`src/rtl/axi_r_beat_gen.sv`:
```
// Purpose : AXI slave read-data generator; turns one AR command at a time into SRAM word reads and R packets.
// Latency : AR handshake in cycle 0, mem_cs in cycle 1, SRAM data captured end of cycle 2, r_valid in cycle 3.
// Backpress: 2-entry output buffer; a read is issued only if buffered + in-flight beats stay <= 2, so 1 beat/cycle.
//
// Ports: clk/rst_n (async active-low); ar_* command in (ar_ready registered, high in IDLE);
//        mem_cs/mem_addr/mem_rdata to a 1-cycle-latency SRAM; r_pkt/r_valid/r_ready towards the R FIFO.
//        r_pkt = {rid, rdata[31:0], rresp[1:0], rlast}.
// Option : define AXI_R_DECERR_EN to answer commands with ar_addr[31:ADDR_W+2] != 0 as DECERR
//          (no SRAM access, rdata=0, rresp=2'b11). Undefined: upper address bits alias.
module axi_r_beat_gen #(
  parameter int ADDR_W = 10,
  parameter int ID_W   = 7
) (
  input  logic              clk,
  input  logic              rst_n,
  input  logic              ar_valid,
  output logic              ar_ready,
  input  logic [ID_W-1:0]   ar_id,
  input  logic [31:0]       ar_addr,
  input  logic [3:0]        ar_len,
  input  logic [1:0]        ar_burst,
  output logic              mem_cs,
  output logic [ADDR_W-1:0] mem_addr,
  input  logic [31:0]       mem_rdata,
  output logic [ID_W+34:0]  r_pkt,
  output logic              r_valid,
  input  logic              r_ready
);

  localparam int AW    = ADDR_W + 2;   // byte-address width covered by the SRAM
  localparam int PKT_W = ID_W + 35;

  typedef enum logic {S_IDLE, S_BURST} state_t;

  // Command registers
  state_t            state_q;
  logic [ID_W-1:0]   id_q;
  logic [AW-1:0]     addr_q;
  logic [3:0]        len_q;
  logic [1:0]        burst_q;
  logic [3:0]        cnt_q;
  logic              err_q;

  // Beat in flight through the SRAM (issued last cycle, data arrives this cycle)
  logic              infl_vld;
  logic              infl_last;
  logic              infl_err;
  logic [ID_W-1:0]   infl_id;

  // Output buffer
  logic [PKT_W-1:0]  buf_q [2];
  logic              wr_ptr;
  logic              rd_ptr;
  logic [1:0]        occ_q;

  logic              pop;
  logic [2:0]        credit;
  logic              issue;
  logic              last_issue;
  logic              addr_err;
  logic              wrap_legal;
  logic [AW-1:0]     wrap_mask;
  logic [AW-1:0]     addr_inc;
  logic [AW-1:0]     next_addr;
  logic [PKT_W-1:0]  cap_pkt;
  logic              unused_addr_bits;

`ifdef AXI_R_DECERR_EN
  assign addr_err = |ar_addr[31:AW];
`else
  assign addr_err = 1'b0;
`endif

  // Word transfers only: byte-lane bits are dropped; upper bits only matter for DECERR.
  assign unused_addr_bits = ^{ar_addr[31:AW], ar_addr[1:0]};

  assign pop = r_valid & r_ready;

  // Beats that will still hold a buffer slot after this cycle's pop. Keeping this
  // below 2 at issue time guarantees the SRAM return always finds a free entry.
  assign credit     = {1'b0, occ_q} + {2'b00, infl_vld} - {2'b00, pop};
  assign issue      = (state_q == S_BURST) && (credit < 3'd2);
  assign last_issue = (cnt_q == len_q);

  // DECERR beats follow the same issue/credit path but never touch the SRAM.
  assign mem_cs   = issue & ~err_q;
  assign mem_addr = addr_q[AW-1:2];

  // Burst address sequencing
  assign wrap_legal = (burst_q == 2'b10) &&
                      ((len_q == 4'd1) || (len_q == 4'd3) || (len_q == 4'd7) || (len_q == 4'd15));
  assign wrap_mask  = AW'({len_q, 2'b11});     // container size - 1, in bytes
  assign addr_inc   = addr_q + AW'(4);

  always_comb begin
    next_addr = addr_inc;                     // INCR, reserved 2'b11, and illegal-len WRAP
    if (burst_q == 2'b00) begin
      next_addr = addr_q;
    end else if (wrap_legal) begin
      next_addr = (addr_q & ~wrap_mask) | (addr_inc & wrap_mask);
    end
  end

  // Command FSM. No drain state: buffered beats keep flowing while the next AR is taken.
  always_ff @(posedge clk or negedge rst_n) begin
    if (!rst_n) begin
      state_q  <= S_IDLE;
      ar_ready <= 1'b1;
      id_q     <= '0;
      addr_q   <= '0;
      len_q    <= '0;
      burst_q  <= '0;
      cnt_q    <= '0;
      err_q    <= 1'b0;
    end else begin
      case (state_q)
        S_IDLE: begin
          if (ar_valid) begin
            id_q     <= ar_id;
            addr_q   <= {ar_addr[AW-1:2], 2'b00};
            len_q    <= ar_len;
            burst_q  <= ar_burst;
            cnt_q    <= '0;
            err_q    <= addr_err;
            state_q  <= S_BURST;
            ar_ready <= 1'b0;
          end
        end
        S_BURST: begin
          if (issue) begin
            addr_q <= next_addr;
            cnt_q  <= cnt_q + 4'd1;
            if (last_issue) begin
              state_q  <= S_IDLE;
              ar_ready <= 1'b1;
            end
          end
        end
        default: begin
          state_q  <= S_IDLE;
          ar_ready <= 1'b1;
        end
      endcase
    end
  end

  // Sideband travels with the read so a new AR landing in id_q cannot corrupt it.
  always_ff @(posedge clk or negedge rst_n) begin
    if (!rst_n) begin
      infl_vld  <= 1'b0;
      infl_last <= 1'b0;
      infl_err  <= 1'b0;
      infl_id   <= '0;
    end else begin
      infl_vld <= issue;
      if (issue) begin
        infl_last <= last_issue;
        infl_err  <= err_q;
        infl_id   <= id_q;
      end
    end
  end

  assign cap_pkt = {infl_id,
                    infl_err ? 32'h0 : mem_rdata,
                    infl_err ? 2'b11 : 2'b00,
                    infl_last};

  // 2-entry ring; the head entry is only replaced after it is popped, so r_pkt
  // holds steady across stalls.
  always_ff @(posedge clk or negedge rst_n) begin
    if (!rst_n) begin
      buf_q[0] <= '0;
      buf_q[1] <= '0;
      wr_ptr   <= 1'b0;
      rd_ptr   <= 1'b0;
      occ_q    <= '0;
    end else begin
      if (infl_vld) begin
        buf_q[wr_ptr] <= cap_pkt;
        wr_ptr        <= ~wr_ptr;
      end
      if (pop) begin
        rd_ptr <= ~rd_ptr;
      end
      occ_q <= occ_q + {1'b0, infl_vld} - {1'b0, pop};
    end
  end

  assign r_valid = (occ_q != 2'd0);
  assign r_pkt   = buf_q[rd_ptr];

endmodule

```
`config.mk`:
```
export PLATFORM = sky130hd
export DESIGN_NAME = axi_r_beat_gen
export DESIGN_NICKNAME = d
export VERILOG_FILES = /design/src/rtl/axi_r_beat_gen.sv
export SDC_FILE = /design/constraint.sdc
export NUM_CORES = 1
export LEC_CHECK = 0
export BUFFER_PORTS_ARGS = -buffer_cell sky130_fd_sc_hd__buf_2
export CORE_MARGIN = 1
export CORE_UTILIZATION = 53
export CTS_CLUSTER_DIAMETER = 120
export DETAILED_ROUTE_END_ITERATION = 16
export GPL_TIMING_DRIVEN = 0
export PLACE_DENSITY = 0.81
export SLEW_MARGIN = 20
export SYNTH_ARGS = -nofsm -noshare
export SYNTH_HDL_FRONTEND = slang
export SYNTH_SLANG_ARGS = --single-unit
```
`constraint.sdc`:
```
create_clock -name clk -period 4 [get_ports clk]
set_input_delay 0.8 -clock clk [delete_from_list [all_inputs] [get_ports clk]]
set_output_delay 0.8 -clock clk [all_outputs]
set_load 0.05 [all_outputs]
```
Word-level counts from Yosys, hierarchy flattened
Index checks and enable logic that the tools add are counted.
{"block": "op_classes", "n_reduce_logical": 12, "n_bitwise": 10, "eq_ne": 10, "n_lt_le_gt_ge": 4, "mux": 22, "addsub": 6}
{"cell": "$mux 42", "count": 4}
{"cell": "$bwmux 84", "count": 1}
{"cell": "$mux 12", "count": 4}
{"cell": "$demux 42 s1", "count": 1}
{"cell": "$pmux 12 s2", "count": 1}
{"cell": "$add 12x3->12 const B", "count": 1}
{"cell": "$and 12x12->12", "count": 1}
{"cell": "$and 12x6->12", "count": 1}
{"cell": "$not 6->12", "count": 1}
{"cell": "$or 12x12->12", "count": 1}
{"cell": "$mux 4", "count": 2}
{"cell": "$pmux 4 s2", "count": 1}
{"cell": "$mux 1", "count": 6}
{"cell": "$reduce_and 3->1", "count": 2}
{"cell": "$add 4x1->4 const B", "count": 1}
{"cell": "$eq 4x1->1 const B", "count": 1}
{"cell": "$eq 4x2->1 const B", "count": 1}
{"cell": "$eq 4x3->1 const B", "count": 1}
{"cell": "$eq 4x4->1", "count": 1}
{"cell": "$eq 4x4->1 const B", "count": 1}
{"cell": "$ge 2x2->1 const B", "count": 2}
{"cell": "$ne 2x1->1 const B", "count": 2}
{"cell": "$ne 2x2->1 const B", "count": 2}
{"cell": "$not 1->2", "count": 2}
{"cell": "other kinds (15)", "count": 23}
{"block": "totals", "reg_bits": 128}

Depth between registers and ports, before layout
Gate-level depths: netlist of the first run.
{"block": "depth", "depth_word": 9, "mapped_depth": 14, "mapped_depth_nobuf": 12}

Least setup slack after synthesis of the first run
Ideal clock, no wire load.
{"block": "synth_timing", "kind": "register -> output", "start": "reg occ_q[1]", "end": "out mem_cs", "setup_slack_ps": 327, "arrival_time_ps": 2873, "t_required_ps": 3200, "stages_incl_launch_ff": 11, "cell_sequence": "dfrtp_1 > inv_1 > nand2_1 > and2_1 > ha_1 > inv_1 > ha_1 > fa_1 > and2b_1 > nand2_1 > clkinv_1"}
{"block": "synth_between", "elab_chain_cells": 5}
{"item": "start, declared", "line": "54", "rtl": "logic [1:0] occ_q;"}
{"item": "start signal, assigned", "line": "186", "rtl": "occ_q <= occ_q + {1'b0, infl_vld} - {1'b0, pop};"}
{"item": "$reduce_bool 2->1", "line": "190", "rtl": "assign r_valid = (occ_q != 2'd0);"}
{"item": "net r_valid", "line": "26", "rtl": "output logic r_valid,"}
{"item": "$and 1x1->1", "line": "77", "rtl": "assign pop = r_valid & r_ready;"}
{"item": "net pop", "line": "56", "rtl": "logic pop;"}
{"item": "$sub 3x1->3", "line": "81", "rtl": "assign credit = {1'b0, occ_q} + {2'b00, infl_vld} - {2'b00, pop};"}
{"item": "net credit[1]", "line": "57", "rtl": "logic [2:0] credit;"}
{"item": "$lt 3x2->1", "line": "82", "rtl": "assign issue = (state_q == S_BURST) && (credit < 3'd2);"}
{"item": "$logic_and 1x1->1", "line": "82"}
{"item": "end, declared", "line": "22", "rtl": "output logic mem_cs,"}
The timed path passes the listed nets, and every way through them passes these cells.

Final worst setup path of the first run
{"block": "layout_timing", "start": "reg occ_q[1]", "end": "out mem_cs"}
{"block": "layout_between", "elab_chain_cells": 5}
{"item": "$reduce_bool 2->1", "line": "190"}
{"item": "$and 1x1->1", "line": "77"}
{"item": "net pop", "line": "56"}
{"item": "$sub 3x1->3", "line": "81"}
{"item": "$lt 3x2->1", "line": "82"}
{"item": "$logic_and 1x1->1", "line": "82"}
The timed path passes the listed nets, and every way through them passes these cells.

==> metrics, run 1 <==
Setup CP Type=reg -> out; reg-to-reg critical path endpoint=addr_q[9]; io pins=136; Final Hold Fails=0; largest net degree at the start of global routing=77; Slew headroom=54.5%; H-tree depth=4; Worst-Skew Late Latency=0.51 ns; final WL=between 10000 and 15000 µm; syn_area_per_cell=12.4 µm²; starting density of the core=between 50 and 60%; global-route wire length before repair=19300 µm; Critical Path Source Type=flip-flop; PortBufs=111; xor and xnor area share after synthesis=1.44%; Sink Count=122; area of the core=9860 µm²; clock buffer depth=2; Worst setup startpoint=occ_q[1]; Syn Inst Count=442; multiplexer share of the synthesized area=25.1%; post-synth cell types=41; clock transition at the registers of the reported paths=about 0.06 ns; number of max-cap violations=0; Critical Path AT=3.06 ns; hold slack=0.213 ns; 1st-pass router iterations=4; Synth top area share=about 55%; Final ANT Viol Nets=0; Worst path depth=11; Worst R2R Setup Slack=0.82 ns; R2R Path Start=occ_q[1]; flops & latches, synth=122; Overflow after GRT=0; Clock Tree Root=clkbuf_8; Worst Tran Pin Value=approximately 0.68 ns; # fillers=approximately 750; pre-CTS setup slack=0.0835 ns; routability congestion estimate=about 0.85; fin nets=660; nature of the critical path endpoint=output pin; ys flop type=dfrtp_1; crit share post-route=96.4%; top cell type by total area after synthesis=dfrtp_1; # setup viols final=0; share of cells above drive strength 1=46.6%; Final Max Slew Viols=0; Hold Buf Count CTS=0; ant diodes=0; Die H=104 µm; Hold Path Class=in -> async; slowest stage cell, crit path=dfrtp_1; buffer and inverter count on the worst path=4; DR DRC count=0; worst setup margin=0.144 ns; Setup crit end=mem_cs; Top Family by Delay on Critical Path=adder cells; R2R cell count=14; Synth-to-Final Area Change=24.2%; EDFF count, synth=0; vias in the first global route=3950; CTS tree=done; async set-reset flop share out of synthesis=100%; adder-cell area share of the yosys netlist=1.28%; 1st-iter DRT viols=149; die width=104 µm; largest family of logic cells by synthesized area=multiplexers; CP Max Fanout=11; Critical Path RT=3.20 ns; crit path time final=3.86 ns; DP HPWL=between 7000 and 8000 µm; Synth Area in Compound Gates=3.48%; postcts setup bufs=0; initial antenna violation count=0; cts bufs inserted=17; clock skew=0.0135 ns; Avg Vias per Cell=5.35; status=finished clean; Synth Cell Area=5470 µm²; die footprint=10700 µm²; Fmax=259 MHz; gr usage total=about 23%; Post-Synth Simple-Gate Area=between 10% and 20%; crit path cell chain=inv_1 -> nand2_1 -> and2_1 -> ha_1 -> inv_1 -> ha_1 -> fa_1 -> xor2_1 -> nand2_2 -> clkinv_4 -> buf_2; largest cells by area after synthesis=dfrtp_1, mux2_2, nand2_1, nand3_1, clkbuf_1; Seq/Total Area, Yosys=between 50% and 60%; # rows=36; Synth Warn #=0; via count=3848; Max stage delay on crit path=0.38 ns; Routed WL per cell=approximately 16 µm
==> metal layers <==
layer  wire length (µm)  part of all wire, %  GRT usage, %  vias up
met1               4850                   43          29.5     1920
met4                144                  1.3          7.97        0
met5                  0                    0             0        -
li1                   -                    -             -     1800
met2               5760                   51          37.7      115
met3                515                  4.6          4.47       13
==> per-stage QoR <==
stage	area, µm²	TNS (ns)	utilization (%)	std cells
6_report	6790	0	68.8	719
5_1_grt	6790	-0.0148	68.8	719
4_1_cts	6790	0	68.8	719
3_5_place_dp	6220	0	63.1	688
3_3_place_gp	6190	0	62.8	687
2_1_floorplan	5470	0	-	443
==> synth_stat cells (2+ instances only) <==
master    instances
a21o_1            3
a21oi_1           2
a32oi_1           5
and2_1            3
and3_1            3
buf_1             4
buf_4             3
clkbuf_1         15
dfrtp_1         121
ha_1              4
inv_1             8
mux2_2          121
nand2_1          77
nand2b_1          2
nand3_1          12
nand3b_1          2
nand4_1           2
nor2_1            9
nor2b_1           3
o21ai_0           8
o31ai_1           2
o32ai_1           2
or2_2             2
or4_1             5
xnor2_1           5
xor2_1            4
==> cell type report <==
| cell class | count | area (µm²) | area share [%] |
|---|---|---|---|
| buffer | 23 | 105 | 1.55 |
| inverter | 9 | 38.8 | 0.571 |
| sequential | 122 | 3050 | 45.0 |
| clock inverter | 12 | 126 | 1.86 |
| multi-input combinational | 289 | 2280 | 33.6 |
| tap | 133 | 166 | 2.45 |
| clock buffer | 19 | 432 | 6.36 |
| timing repair buffer | 112 | 589 | 8.68 |
==> cells in the final DEF, fill, tap and decap left out, drive strengths merged, types with 2 or more instances in the layout <==
| cell type | instances |
|---|---|
| nand3 | 12 |
| nand4 | 2 |
| xnor2 | 5 |
| and3 | 3 |
| conb | 2 |
| or4 | 5 |
| and2 | 3 |
| or2 | 2 |
| a32oi | 5 |
| dfrtp | 121 |
| nand3b | 2 |
| clkinvlp | 5 |
| clkbuf | 34 |
| ha | 4 |
| o32ai | 2 |
| a21oi | 3 |
| bufinv | 2 |
| a21o | 3 |
| nor2 | 9 |
| nand2b | 2 |
| o21ai | 8 |
| buf | 120 |
| nand2 | 77 |
| xor2 | 4 |
| clkinv | 6 |
| mux2 | 121 |
| nor2b | 3 |
| o31ai | 2 |
| inv | 8 |
==> state kept, by name, indices dropped and copies added (netlist names), named ones only <==
register   cells
infl_last      1
infl_id        7
occ_q          2
ar_ready       1
state_q        1
infl_vld       1
id_q           7
addr_q         7
cnt_q          4
wr_ptr         1
len_q          4
burst_q        2
rd_ptr         1
buf_q         80
==> what timing repair did <==
action | in CTS | in global routing
resized for setup | 2 | 1
pin swaps | 0 | 0
setup endpoints to repair | 1 | 1
==> how the worst min path moves through the flow <==
stage                     slack, ns  cells after the start    start          to
after CTS                      0.22                      1    rst_n   buf_q[16]
final                          0.21                      1    rst_n   buf_q[16]
after global routing           0.23                      1    rst_n   buf_q[16]
after global placement         0.46                      2  id_q[2]  infl_id[2]
after detailed placement       0.45                      2  id_q[0]  infl_id[0]
after floorplan                0.44                      2  id_q[0]  infl_id[0]
==> cells by family (layout without fill, tap and decap cells) <==
| family | count (synthesis) | after routing |
|---|---|---|
| buffers and inverters | 32 | 175 |
| flip-flops | 122 | 122 |
| adder cells (fa/ha/maj) | 5 | 5 |
| other | 1 | 2 |
| AO/OA/AOI/OAI | 27 | 27 |
| multiplexers | 122 | 122 |
| XOR/XNOR | 9 | 9 |
| AND/OR/NAND/NOR | 124 | 124 |
Power of run 1 is left out: the tool's default activity adds up to more than one toggle a clock period on the data nets, which glitch-free logic cannot reach.
==> run 2, diff against run 1 <==
- SETUP_SLACK_MARGIN: default -> 0.5
==> run 2 against run 1 <==
  * Worst setup slack gained 0.35 ns
  * Via count shrank 0.16%
  * Global-route usage grew 0.23 points
  * Critical path depth unchanged
  * Wire length rose by 0.45%
  * Core utilization grew 1.8 points
  * Count of clock-buffer cells in the layout grew 3
  * Cell count increased by 0.97%
  * Clock skew decreased by 0.0074 ns
  * Hold slack improved by 0.086 ns
  * Critical path type unchanged
==> metrics, run 2 (same netlist as run 1, synthesis figures left out) <==
status=finished clean; Setup CP Type=reg -> out; slowest stage cell, crit path=fa_1; 1st-iter DRT viols=150 (+0.67%); CP Max Fanout=2 (-9); io pins=136 (unchanged); Critical Path AT=2.71 ns (-0.35 ns); setup TNS=0 ns (unchanged); largest net degree at the start of global routing=70 (-9.1%); Hold Path Class=in -> async; Hold Buf Count CTS=0 (unchanged); # setup viols final=0 (unchanged); final WL=11300 µm (+0.45%); Synth-to-Final Area Change=27.6%; RSZ-0062 raised after global routing=true; Storage cell area=3050 µm² (unchanged); crit share post-route=87.8% (-8.6 points); multi-input logic area=2320 µm² (+1.9%); Slew headroom=48.0% (-6.5 points); gr usage total=22.9% (+0.23 points); Worst-Skew Late Latency=0.51 ns (about the same); clock buffer depth=2 (unchanged); Critical Path Source Type=flip-flop; Final Hold Fails=0 (unchanged); fin nets=666 (+0.91%); die footprint=10700 µm² (unchanged); Die H=104 µm (unchanged); Core Util, Final=70.7% (+1.8 points); busiest grt layer=met2; Clock Tree Root=clkbuf_8; max reg flops=80 (unchanged); GR Layer Usage met3=5.92% (+1.4 points); Fmax=285 MHz (+9.8%); number of max-cap violations=0 (unchanged); Max stage delay on crit path=0.53 ns (+0.15 ns); # fillers=708 (-6.0%); Final Max Slew Viols=0 (unchanged); Worst setup startpoint=occ_q[1]; Final ANT Viol Nets=0 (unchanged); crit path cell chain=inv_2 -> nand2_2 -> and2_4 -> ha_4 -> inv_2 -> ha_4 -> fa_1 -> and2b_2 -> nand2_4 -> clkinv_8 -> buf_12; Worst Tran Pin Value=0.774 ns (+0.0966 ns); starting density of the core=55.4% (unchanged); DR DRC count=0 (unchanged); Sink Count=122 (unchanged); 1st-pass router iterations=4 (unchanged); vias in the first global route=3999 (+1.2%); clock transition at the registers of the reported paths=0.05 ns (about the same); initial antenna violation count=0 (unchanged); area of the core=9860 µm² (unchanged); Critical Path RT=3.20 ns (about the same); most flop-heavy register=buf_q; met1 usage=28.9% (-0.67 points); R2R Path Start=occ_q[1]; share of cells above drive strength 1=48.6% (+2.0 points); ant diodes=0 (unchanged); most frequent cells in the layout=mux2_2, dfrtp_1, buf_2; clock skew=0.00611 ns (-0.00735 ns); Overflow after GRT=0 (unchanged); nature of the critical path endpoint=output pin; routability congestion estimate=0.857 (+0.28%); DP HPWL=7710 µm (-1.9%); H-tree depth=4 (unchanged); global-route wire length before repair=19300 µm (unchanged); Avg Vias per Cell=5.29 (-1.1%); # rows=36 (unchanged); cts bufs inserted=17 (unchanged); crit path time final=3.51 ns (-0.346 ns); Routed WL per cell=15.6 µm (-0.52%); via count=3842 (-0.16%); PortBufs=111 (unchanged); met2 usage=38.4% (+0.72 points); CTS tree=done; die width=104 µm (unchanged)
-- run 2: cell count changes in the layout (fill, tap and decap cells not counted), moves of 2 or more --
cell,previous run,this run
buf_4,3,9
clkinv_2,4,1
inv_1,8,5
inv_2,0,3
bufinv_16,2,4
clkbuf_8,2,4
clkinvlp_4,5,3
ha_1,4,2
ha_4,0,2
-- run 2: metal layers --
layer / wire (µm) / part of all wire [%] / vias to the layer above
met5: 0 / 0 / -
met1: 5000 / 44 / 1894
met4: 161 / 1.4 / 0
li1: - / - / 1812
met2: 5640 / 50 / 119
met3: 524 / 4.6 / 17
-- run 2: through the flow --
step	hold slack [ns]	instance area, µm²	std cells	setup slack [ns]
3_5_place_dp	0.464	6230	688	0.227
3_3_place_gp	0.453	6190	687	0.246
4_1_cts	0.305	6970	726	0.475
2_1_floorplan	0.439	5470	443	0.521
5_1_grt	0.335	6970	726	0.361
6_report	0.299	6970	726	0.490
-- run 2: timing repair --
item	CTS	global route
resized for setup	18	0
pin swaps	4	0
setup buffers	6	0
setup endpoints to repair	1	1
-- run 2: path summary, 6_finish.rpt --
kind	end	slack, ns	cells after the start
setup / recovery	mem_cs	0.49	11
hold / removal	buf_q[13]	0.30	1
setup reg to reg	addr_q[10]	0.86	15
hold reg to reg	infl_id[4]	0.48	2
max in group asynchronous	len_q[3]	3.02	2
min in group clk	id_q[4]	0.48	3
-- run 2: cell type report --
cell class	count	area share, %
Buffer	23	1.51
Clock buffer	22	6.64
Clock inverter	10	2.37
Inverter	9	0.664
Multi-Input combinational cell	289	33.3
Sequential cell	122	43.8
Tap cell	133	2.39
Timing Repair Buffer	118	9.31
-- run 2: critical path, delay by kind of cell (launching register included) --
| kind | cells | cell delay [ns] |
|---|---|---|
| adder cells (fa/ha/maj) | 3 | 0.93 |
| AND/OR/NAND/NOR | 4 | 0.57 |
| flip-flops | 1 | 0.39 |
| buffers and inverters | 4 | 0.31 |
Power of run 2 is left out for the same reason.
